### config.mk
export PLATFORM = sky130hd
export DESIGN_NAME = alu_nbit_seq
export DESIGN_NICKNAME = d
export VERILOG_FILES = /design/src/rtl/alu_pkg.sv /design/src/rtl/alu_nbit_core.sv /design/src/rtl/alu_nbit_seq.sv
export SDC_FILE = /design/constraint.sdc
export NUM_CORES = 1
export LEC_CHECK = 0
export BUFFER_PORTS_ARGS = -buffer_cell sky130_fd_sc_hd__buf_4
export CAP_MARGIN = 20
export CORE_MARGIN = 2
export CORE_UTILIZATION = 50
export CTS_CLUSTER_SIZE = 10
export DETAILED_ROUTE_END_ITERATION = 7
export HOLD_SLACK_MARGIN = 0.06
export PLACE_DENSITY = 0.76
export SLEW_MARGIN = 15
export SYNTH_ARGS = -nofsm -noshare
export SYNTH_HDL_FRONTEND = slang
export SYNTH_HIERARCHICAL = 1
export SYNTH_SLANG_ARGS = --single-unit
### constraint.sdc
create_clock -name clk -period 1.2 [get_ports clk]
set_clock_uncertainty 0.2 [all_clocks]
set_input_delay 0.12 -clock clk [delete_from_list [all_inputs] [get_ports clk]]
set_output_delay 0.12 -clock clk [all_outputs]
set_load 0.05 [all_outputs]
### src/rtl/alu_pkg.sv
// Shared definitions for the sequential ALU: op encodings, FSM states, default width.
// Shift support (and the SHIFT state) exists only when ALU_NBIT_SEQ_SHIFT_EN is defined.
package alu_pkg;

  localparam int unsigned ALU_WIDTH_DEFAULT = 16;

  typedef enum logic [2:0] {
    OP_AND  = 3'b000,
    OP_OR   = 3'b001,
    OP_ADD  = 3'b010,
    OP_SLT  = 3'b011,
    OP_SLL  = 3'b100,
    OP_SRL  = 3'b101,
    OP_SRA  = 3'b110,
    OP_RSVD = 3'b111
  } op_e;

  typedef enum logic [1:0] {
    ST_IDLE  = 2'd0,
`ifdef ALU_NBIT_SEQ_SHIFT_EN
    ST_SHIFT = 2'd2,
`endif
    ST_DONE  = 2'd1
  } state_e;

  function automatic logic is_shift_op(input op_e op);
    return (op == OP_SLL) || (op == OP_SRL) || (op == OP_SRA);
  endfunction

endpackage

### src/rtl/alu_nbit_core.sv
// Combinational AND/OR/ADD/SLT datapath with carry, overflow, zero and error flags.
// Any op it does not implement returns result 0 with err set.
module alu_nbit_core
  import alu_pkg::*;
#(
  parameter int unsigned WIDTH = ALU_WIDTH_DEFAULT
) (
  input  logic [WIDTH-1:0] a,
  input  logic [WIDTH-1:0] b,
  input  logic             ainvert,
  input  logic             bnegate,
  input  op_e              op,
  output logic [WIDTH-1:0] result_c,
  output logic             cout_c,
  output logic             zero_c,
  output logic             overflow_c,
  output logic             err_c
);

  logic [WIDTH-1:0] a_m;
  logic [WIDTH-1:0] b_m;
  logic [WIDTH:0]   sum_c;
  logic             cin_msb_c;
  logic             ovf_c;

  assign a_m   = ainvert ? ~a : a;
  assign b_m   = bnegate ? ~b : b;
  assign sum_c = {1'b0, a_m} + {1'b0, b_m} + (WIDTH+1)'(bnegate);

  // Carry into the MSB recovered from the MSB sum bit.
  assign cin_msb_c = a_m[WIDTH-1] ^ b_m[WIDTH-1] ^ sum_c[WIDTH-1];
  assign ovf_c     = cin_msb_c ^ sum_c[WIDTH];

  always_comb begin
    result_c   = '0;
    cout_c     = 1'b0;
    overflow_c = 1'b0;
    err_c      = 1'b0;
    case (op)
      OP_AND: result_c = a_m & b_m;
      OP_OR:  result_c = a_m | b_m;
      OP_ADD: begin
        result_c   = sum_c[WIDTH-1:0];
        cout_c     = sum_c[WIDTH];
        overflow_c = ovf_c;
      end
      OP_SLT: begin
        result_c   = WIDTH'(sum_c[WIDTH-1] ^ ovf_c);
        cout_c     = sum_c[WIDTH];
        overflow_c = ovf_c;
      end
      default: err_c = 1'b1;
    endcase
  end

  assign zero_c = (result_c == '0);

endmodule

### src/rtl/alu_nbit_seq.sv
// Sequential ALU with valid/ready handshakes; shifts run one bit per cycle.
// Define ALU_NBIT_SEQ_SHIFT_EN to build SLL/SRL/SRA; otherwise they behave as the reserved op.
module alu_nbit_seq
  import alu_pkg::*;
#(
  parameter int unsigned WIDTH = ALU_WIDTH_DEFAULT,
  parameter int unsigned SHW   = $clog2(WIDTH)
) (
  input  logic             clk,
  input  logic             rst,
  input  logic             in_valid,
  output logic             in_ready,
  input  logic [WIDTH-1:0] a,
  input  logic [WIDTH-1:0] b,
  input  logic             ainvert,
  input  logic             bnegate,
  input  logic [2:0]       op,
  output logic             out_valid,
  input  logic             out_ready,
  output logic [WIDTH-1:0] result,
  output logic             cout,
  output logic             zero,
  output logic             overflow,
  output logic             err
);

  state_e           state_q, state_d;
  logic [WIDTH-1:0] result_q, result_d;
  logic             cout_q, cout_d;
  logic             zero_q, zero_d;
  logic             overflow_q, overflow_d;
  logic             err_q, err_d;

  op_e              op_c;
  logic [WIDTH-1:0] core_result_c;
  logic             core_cout_c;
  logic             core_zero_c;
  logic             core_overflow_c;
  logic             core_err_c;

  assign op_c = op_e'(op);

  alu_nbit_core #(.WIDTH(WIDTH)) u_core (
    .a          (a),
    .b          (b),
    .ainvert    (ainvert),
    .bnegate    (bnegate),
    .op         (op_c),
    .result_c   (core_result_c),
    .cout_c     (core_cout_c),
    .zero_c     (core_zero_c),
    .overflow_c (core_overflow_c),
    .err_c      (core_err_c)
  );

`ifdef ALU_NBIT_SEQ_SHIFT_EN
  logic [SHW-1:0]   cnt_q, cnt_d;
  op_e              op_q, op_d;
  logic [SHW-1:0]   shamt_c;
  logic [WIDTH-1:0] shifted_c;

  assign shamt_c = b[SHW-1:0];

  // One-bit step of the shift held in result_q.
  always_comb begin
    shifted_c = result_q;
    case (op_q)
      OP_SLL:  shifted_c = {result_q[WIDTH-2:0], 1'b0};
      OP_SRL:  shifted_c = {1'b0, result_q[WIDTH-1:1]};
      OP_SRA:  shifted_c = {result_q[WIDTH-1], result_q[WIDTH-1:1]};
      default: shifted_c = result_q;
    endcase
  end
`endif

  always_comb begin
    state_d    = state_q;
    result_d   = result_q;
    cout_d     = cout_q;
    zero_d     = zero_q;
    overflow_d = overflow_q;
    err_d      = err_q;
`ifdef ALU_NBIT_SEQ_SHIFT_EN
    cnt_d      = cnt_q;
    op_d       = op_q;
`endif
    case (state_q)
      ST_IDLE: begin
        if (in_valid) begin
          state_d    = ST_DONE;
          result_d   = core_result_c;
          cout_d     = core_cout_c;
          zero_d     = core_zero_c;
          overflow_d = core_overflow_c;
          err_d      = core_err_c;
`ifdef ALU_NBIT_SEQ_SHIFT_EN
          op_d = op_c;
          if (is_shift_op(op_c)) begin
            result_d   = a;
            cout_d     = 1'b0;
            overflow_d = 1'b0;
            err_d      = 1'b0;
            zero_d     = (a == '0);
            if (shamt_c != '0) begin
              state_d = ST_SHIFT;
              cnt_d   = shamt_c;
              zero_d  = 1'b0;
            end
          end
`endif
        end
      end
`ifdef ALU_NBIT_SEQ_SHIFT_EN
      ST_SHIFT: begin
        result_d = shifted_c;
        cnt_d    = cnt_q - SHW'(1);
        if (cnt_q == SHW'(1)) begin
          state_d = ST_DONE;
          zero_d  = (shifted_c == '0);
        end
      end
`endif
      ST_DONE: begin
        if (out_ready) begin
          state_d = ST_IDLE;
        end
      end
      default: state_d = ST_IDLE;
    endcase
  end

  always_ff @(posedge clk or posedge rst) begin
    if (rst) begin
      state_q    <= ST_IDLE;
      result_q   <= '0;
      cout_q     <= 1'b0;
      zero_q     <= 1'b0;
      overflow_q <= 1'b0;
      err_q      <= 1'b0;
`ifdef ALU_NBIT_SEQ_SHIFT_EN
      cnt_q      <= '0;
      op_q       <= OP_AND;
`endif
    end else begin
      state_q    <= state_d;
      result_q   <= result_d;
      cout_q     <= cout_d;
      zero_q     <= zero_d;
      overflow_q <= overflow_d;
      err_q      <= err_d;
`ifdef ALU_NBIT_SEQ_SHIFT_EN
      cnt_q      <= cnt_d;
      op_q       <= op_d;
`endif
    end
  end

  assign in_ready  = (state_q == ST_IDLE);
  assign out_valid = (state_q == ST_DONE);
  assign result    = result_q;
  assign cout      = cout_q;
  assign zero      = zero_q;
  assign overflow  = overflow_q;
  assign err       = err_q;

endmodule

# Word level (Yosys, flattened, before mapping)
# Cells that the tools add are included.
op_classes:
  add_sub_neg: 2
  eq_ne: 6
  mux: 9
  bitwise: 8
  reduce_logical: 7
ops:
  columns: ["op", "n"]
  rows:
  - ["case mux 16 bit (4 select lines)", 1]
  - ["2-to-1 mux 16 bit", 2]
  - ["NOT 16 bit", 2]
  - ["adder 16 x 16 -> 17 bit", 1]
  - ["adder 17 x 1 -> 17 bit", 1]
  - ["AND 16 bit", 1]
  - ["logical NOT 16 bit", 1]
  - ["OR 16 bit", 1]
  - ["== test 3 x 2 -> 1 bit, second input constant", 2]
  - ["2-to-1 mux 2 bit", 2]
  - ["case mux 2 bit (2 select lines)", 1]
  - ["AND reduction 2 bit", 2]
  - ["OR reduction 4 bit", 1]
  - ["XOR 1 bit", 4]
  - ["== test 3 x 1 -> 1 bit, second input constant", 1]
  - ["logical NOT 3 bit", 1]
  - ["2-to-1 mux 1 bit", 3]
  - ["== test 2 x 1 -> 1 bit, second input constant", 1]
  - ["logical NOT 2 bit", 1]
  - ["inequality test 2 x 1 -> 1 bit, second input constant", 1]
  - ["inequality test 2 bit, second input constant", 1]
  - ["OR reduction 2 bit", 1]
totals:
  ff_bits: 22
  input_bits: 41
  output_inout_bits: 22
  elab_cells: 38

# Depth between registers and ports, before layout
logic_depth:
  depth_word: 9
  mapped_depth: 14
  ltp_nobuf: 12

# Modules after synthesis
# The synthesis kept the hierarchy.
modules_own_cells:
  columns: ["module", "n_inst", "cells_per_inst", "area_per_inst_um2", "seq_area_each_um2"]
  rows:
  - ["alu_nbit_core", 1, 272, 1901.8, 0.0]
  - ["alu_nbit_seq", 1, 47, 880.8, 525.5]

# Worst setup path before layout
# No wires, ideal clock.
synth_timing:
  path_type: "input port to flip-flop"
  startpoint: "input bnegate"
  endpoint: "register zero_q (netlist: zero)"
  setup_time_ps: 66
  arrival_ps: 3457
  t_required_ps: 934
  path_slack_ps: -2523
  path_stages: 13
  n_path_buf: 2
  cell_sequence: "clkbuf_1 -> buf_1 -> xor2_1 -> inv_1 -> fa_1 -> nand2b_1 -> a21oi_1 -> o32ai_1 -> or4_1 -> a2111oi_1 -> nand4bb_1 -> nor4_2 -> mux2_4"
synth_between:
  word_cells_on_any_way: 11
  classes_between: "add/sub (2); mux (2); bitwise (6); reduce/logical (1)"
synth_lines:
  columns: ["element", "line", "text"]
  rows:
  - ["from (decl)", "alu_nbit_seq.sv:16", "input logic bnegate,"]
  - ["2-to-1 mux 16 bit", "alu_nbit_core.sv:27", "assign b_m = bnegate ? ~b : b;"]
  - ["adder 16 x 16 -> 17 bit", "alu_nbit_core.sv:28", "assign sum_c = {1'b0, a_m} + {1'b0, b_m} + (WIDTH+1)'(bnegate);"]
  - ["adder 17 x 1 -> 17 bit", "alu_nbit_core.sv:28", null]
  - ["case mux 16 bit (4 select lines) (*)", "alu_nbit_core.sv:39", "case (op)"]
  - ["net core_result_c[4]", "alu_nbit_seq.sv:35", "logic [WIDTH-1:0] core_result_c;"]
  - ["logical NOT 16 bit (*)", "alu_nbit_core.sv:56", "assign zero_c = (result_c == '0);"]
  - ["net core_zero_c", "alu_nbit_seq.sv:37", "logic core_zero_c;"]
  - ["to (signal assigned)", "alu_nbit_seq.sv:148", "zero_q <= zero_d;"]
  - ["to (decl)", "alu_nbit_seq.sv:30", "logic zero_q, zero_d;"]
# The timed path passes the listed nets; every way through them passes the cells marked *.
# A chain may end at the register's enable or synchronous reset.

# Worst setup path after layout
# Same ends and word-level chain as after synthesis.

==> impl_metrics.yaml <==
yosys:
  synth_cell_types: 57
  synth_top_family_by_area: "compound AO/OA/AOI/OAI gates"
  synth_area_per_cell_um2: 8.723
  async_flop_share_pct: 100.0
  post_synth_mux_area_share_pct: 11.74
  synth_compound_area_share_pct: 20.23
  synth-edff-count: 0
  synth-main-ff-cell: "dfrtp_1"
  syn_area_um2: 2783
  synthesis.nets: 392
  yosys_warnings: 6
  synth_xor_area_share_pct: 13.58
  yosysSeqAreaShare_pct: 18.88
  synthCells: 319
  synthSimpleGateAreaFrac_pct: 12.50
  synth-seq-cells: 21
  synthAdderAreaFrac_pct: 14.66
flow_run:
  max_cap_viol_count: 0
final_layout:
  instances_no_fill: 555
  utilization_pct: 94.94
  finalNetCount: 557
  area_growth_pct: 85.57
  diodes: 0
  drive_above_1_share_pct: 63.15
  most-common-layout-cells: "buf_4 (139), inv_1 (37), buf_6 (23)"
  final_common_cell: "buf_4"
  num-fill-cells: 127
clock_network:
  cts_buffer_depth: 2
  cts.htree.levels: 1
  cts_tree: "built"
  clk-insertion-delay-late_ns: 0.26
  cts.sinks: 21
  cts_made_buffers: 3
  clk_pin_slew_ns: 0.07
  clockRootBuffer: "clkbuf_8"
placed_design:
  dp.cells: 514
  gp_congestion: 0.9385
  place_ws_ns: -1.886
  dp_hpwl_mm: 6.027
  io_buffers: 62
sta:
  post-route-period-util_pct: 254.7
  hold_viol: 0
  layout_setup_ws_ns: -1.857
  fin_crit_ns: 3.057
  setup_viol: 24
  slew_violations: 0
  rsz0062_at_grt: "true"
  tightest_slew_ns: 0.5746
  relSlewSlack_pct: 61.46
  fmax_mhz: 327.1
  hold_ws_ns: 0.07989
global_route:
  grt_pass1_vias: 3366
  antenna_found_initial: 0
  grt.overflow.total: 0
  track_usage_pct: 35.58
  grt_max_degree: 22
  grt_pass1_wl_mm: 17.16
pwr:
  p_leak_nw: 2.451
  max-vdd-ir-drop_mv: 0.8766
  power_density_nw_per_um2: 1194
  total_power_mw: 6.166
status:
  violations: "negative setup slack"
  status: "finished, violations left"
setup_path:
  cp_max_fo: 7
  endpoint_kind: "flip-flop"
  cpMaxStageDelayCell: "or4_4"
  cp_slowest_stage_delay_ns: 0.44
  cp.arrival_ns: 3.05
  cp.required_ns: 1.20
  start_kind: "input port"
  worstSetupPathType: "in -> reg"
  path_cells: "buf_12, xor2_2, inv_1, ha_4, a41oi_4, a21bo_1, a32o_2, or4_4, a2111oi_4, nand4bb_1, nor4_2, mux2_4"
drt:
  dr.pass1.iters: 5
  antenna_left: 0
  routed_wl_mm: 15.17
  route.detailed.drc: 0
  drt_iter0_drc: 381
  avgRoutedWirePerCell_um: 27.33
  vias_per_cell: 6.667
  vias: 3700
floorplan:
  die_area_um2: 6178
  start_util_pct: 51.16
  num_rows: 27
  die_h_um: 78.60
  die_w_um: 78.60
  fp.coreArea_um2: 5439
  ios: 63
hold_path:
  min_path_type: "in -> reg"
## per-layer routing
metal / vias up / routed length [um] / global-route usage, %
met3: 153 / 1497 / 4.713
met4: 0 / 1484 / 13.33
met2: 401 / 7087 / 65.64
li1: 1419 / - / -
met5: - / 0 / 0
met1: 1727 / 5099 / 41.55
## power by group
group          switching, mW  internal [mW]
Combinational           2.60           2.14
Sequential             0.119          0.856
Clock                  0.217          0.236
## sequential cells by signal (all words and copies together) (netlist names)
register / cells
result: 16
err: 1
cout: 1
state_q: 1
overflow: 1
zero: 1
## worst paths after layout
path	from	end	slack, ns	depth (start not counted)
worst max-delay path	bnegate	zero$_DFFE_PP0P_	-1.86	12
min in group asynchronous	rst	overflow$_DFFE_PP0P_	0.27	4
worst min-delay path	op[2]	err$_DFFE_PP0P_	0.08	3
max in group asynchronous	rst	state_q[0]$_DFFE_PP0P_	0.30	4
worst max register to register	state_q[0]$_DFFE_PP0P_	overflow$_DFFE_PP0P_	-0.28	3
worst min register to register	result[14]$_DFFE_PP0P_	result[14]$_DFFE_PP0P_	0.33	1
## critical path: cells and delay by family
kind                     cells  cell delay (ns)
AND/OR/NAND/NOR              3             0.88
buffers and inverters        2             0.31
adder cells (fa/ha/maj)      1             0.36
XOR/XNOR                     1             0.27
multiplexers                 1             0.20
AO/OA/AOI/OAI                4             0.93
## per-stage QoR
step                TNS (ns)  area (um2)
detailed placement    -27.27        3897
finish                -25.36        5164
global placement      -26.74        3897
floorplan             -23.69        2883
CTS                   -20.03        4792
global route          -24.89        5164
## area by class of cell
cell class / instances / area (um2) / share of cell area [%]
timing repair buffer: 175 / 1535 / 29.73
tap: 72 / 90.09 / 1.745
clock buffer: 4 / 45.04 / 0.8723
multi-input combinational: 244 / 2818 / 54.57
sequential: 21 / 526.8 / 10.20
inverter: 39 / 148.9 / 2.883
## repair_timing
| action | CTS | global route |
|---|---|---|
| endpoints found under the setup margin | 22 | 27 |
| setup buffers | 23 | 13 |
| hold buffers | 2 | 0 |
| hold endpoints to repair | 22 | 0 |
| pin swaps | 41 | 36 |
| gates resized for setup | 114 | 52 |
| cloned | 2 | 1 |
## cells by family (layout without fill, tap and decap cells)
kind of cell,Yosys count,count (layout)
buf+inv,54,218
fa+ha+maj,32,32
simple gates,67,67
mux,23,23
xor+xnor,41,41
compound gates,81,81
flops,21,21
## synthesized netlist by cell type, types with 5 or more instances
cell type | count | share of area, %
ha_1 | 31 | 14
o21bai_1 | 5 | 1.3
mux2_4 | 19 | 10
clkbuf_1 | 9 | 1.2
nand2_1 | 22 | 3.0
o21a_1 | 5 | 1.3
xnor2_1 | 6 | 1.9
a21oi_1 | 15 | 2.7
nor2_1 | 15 | 2.0
o21ai_0 | 16 | 2.9
dfrtp_1 | 21 | 19
inv_1 | 39 | 5.3
xor2_1 | 34 | 11
o22ai_1 | 8 | 1.8
(Power assumes the default switching activity.)
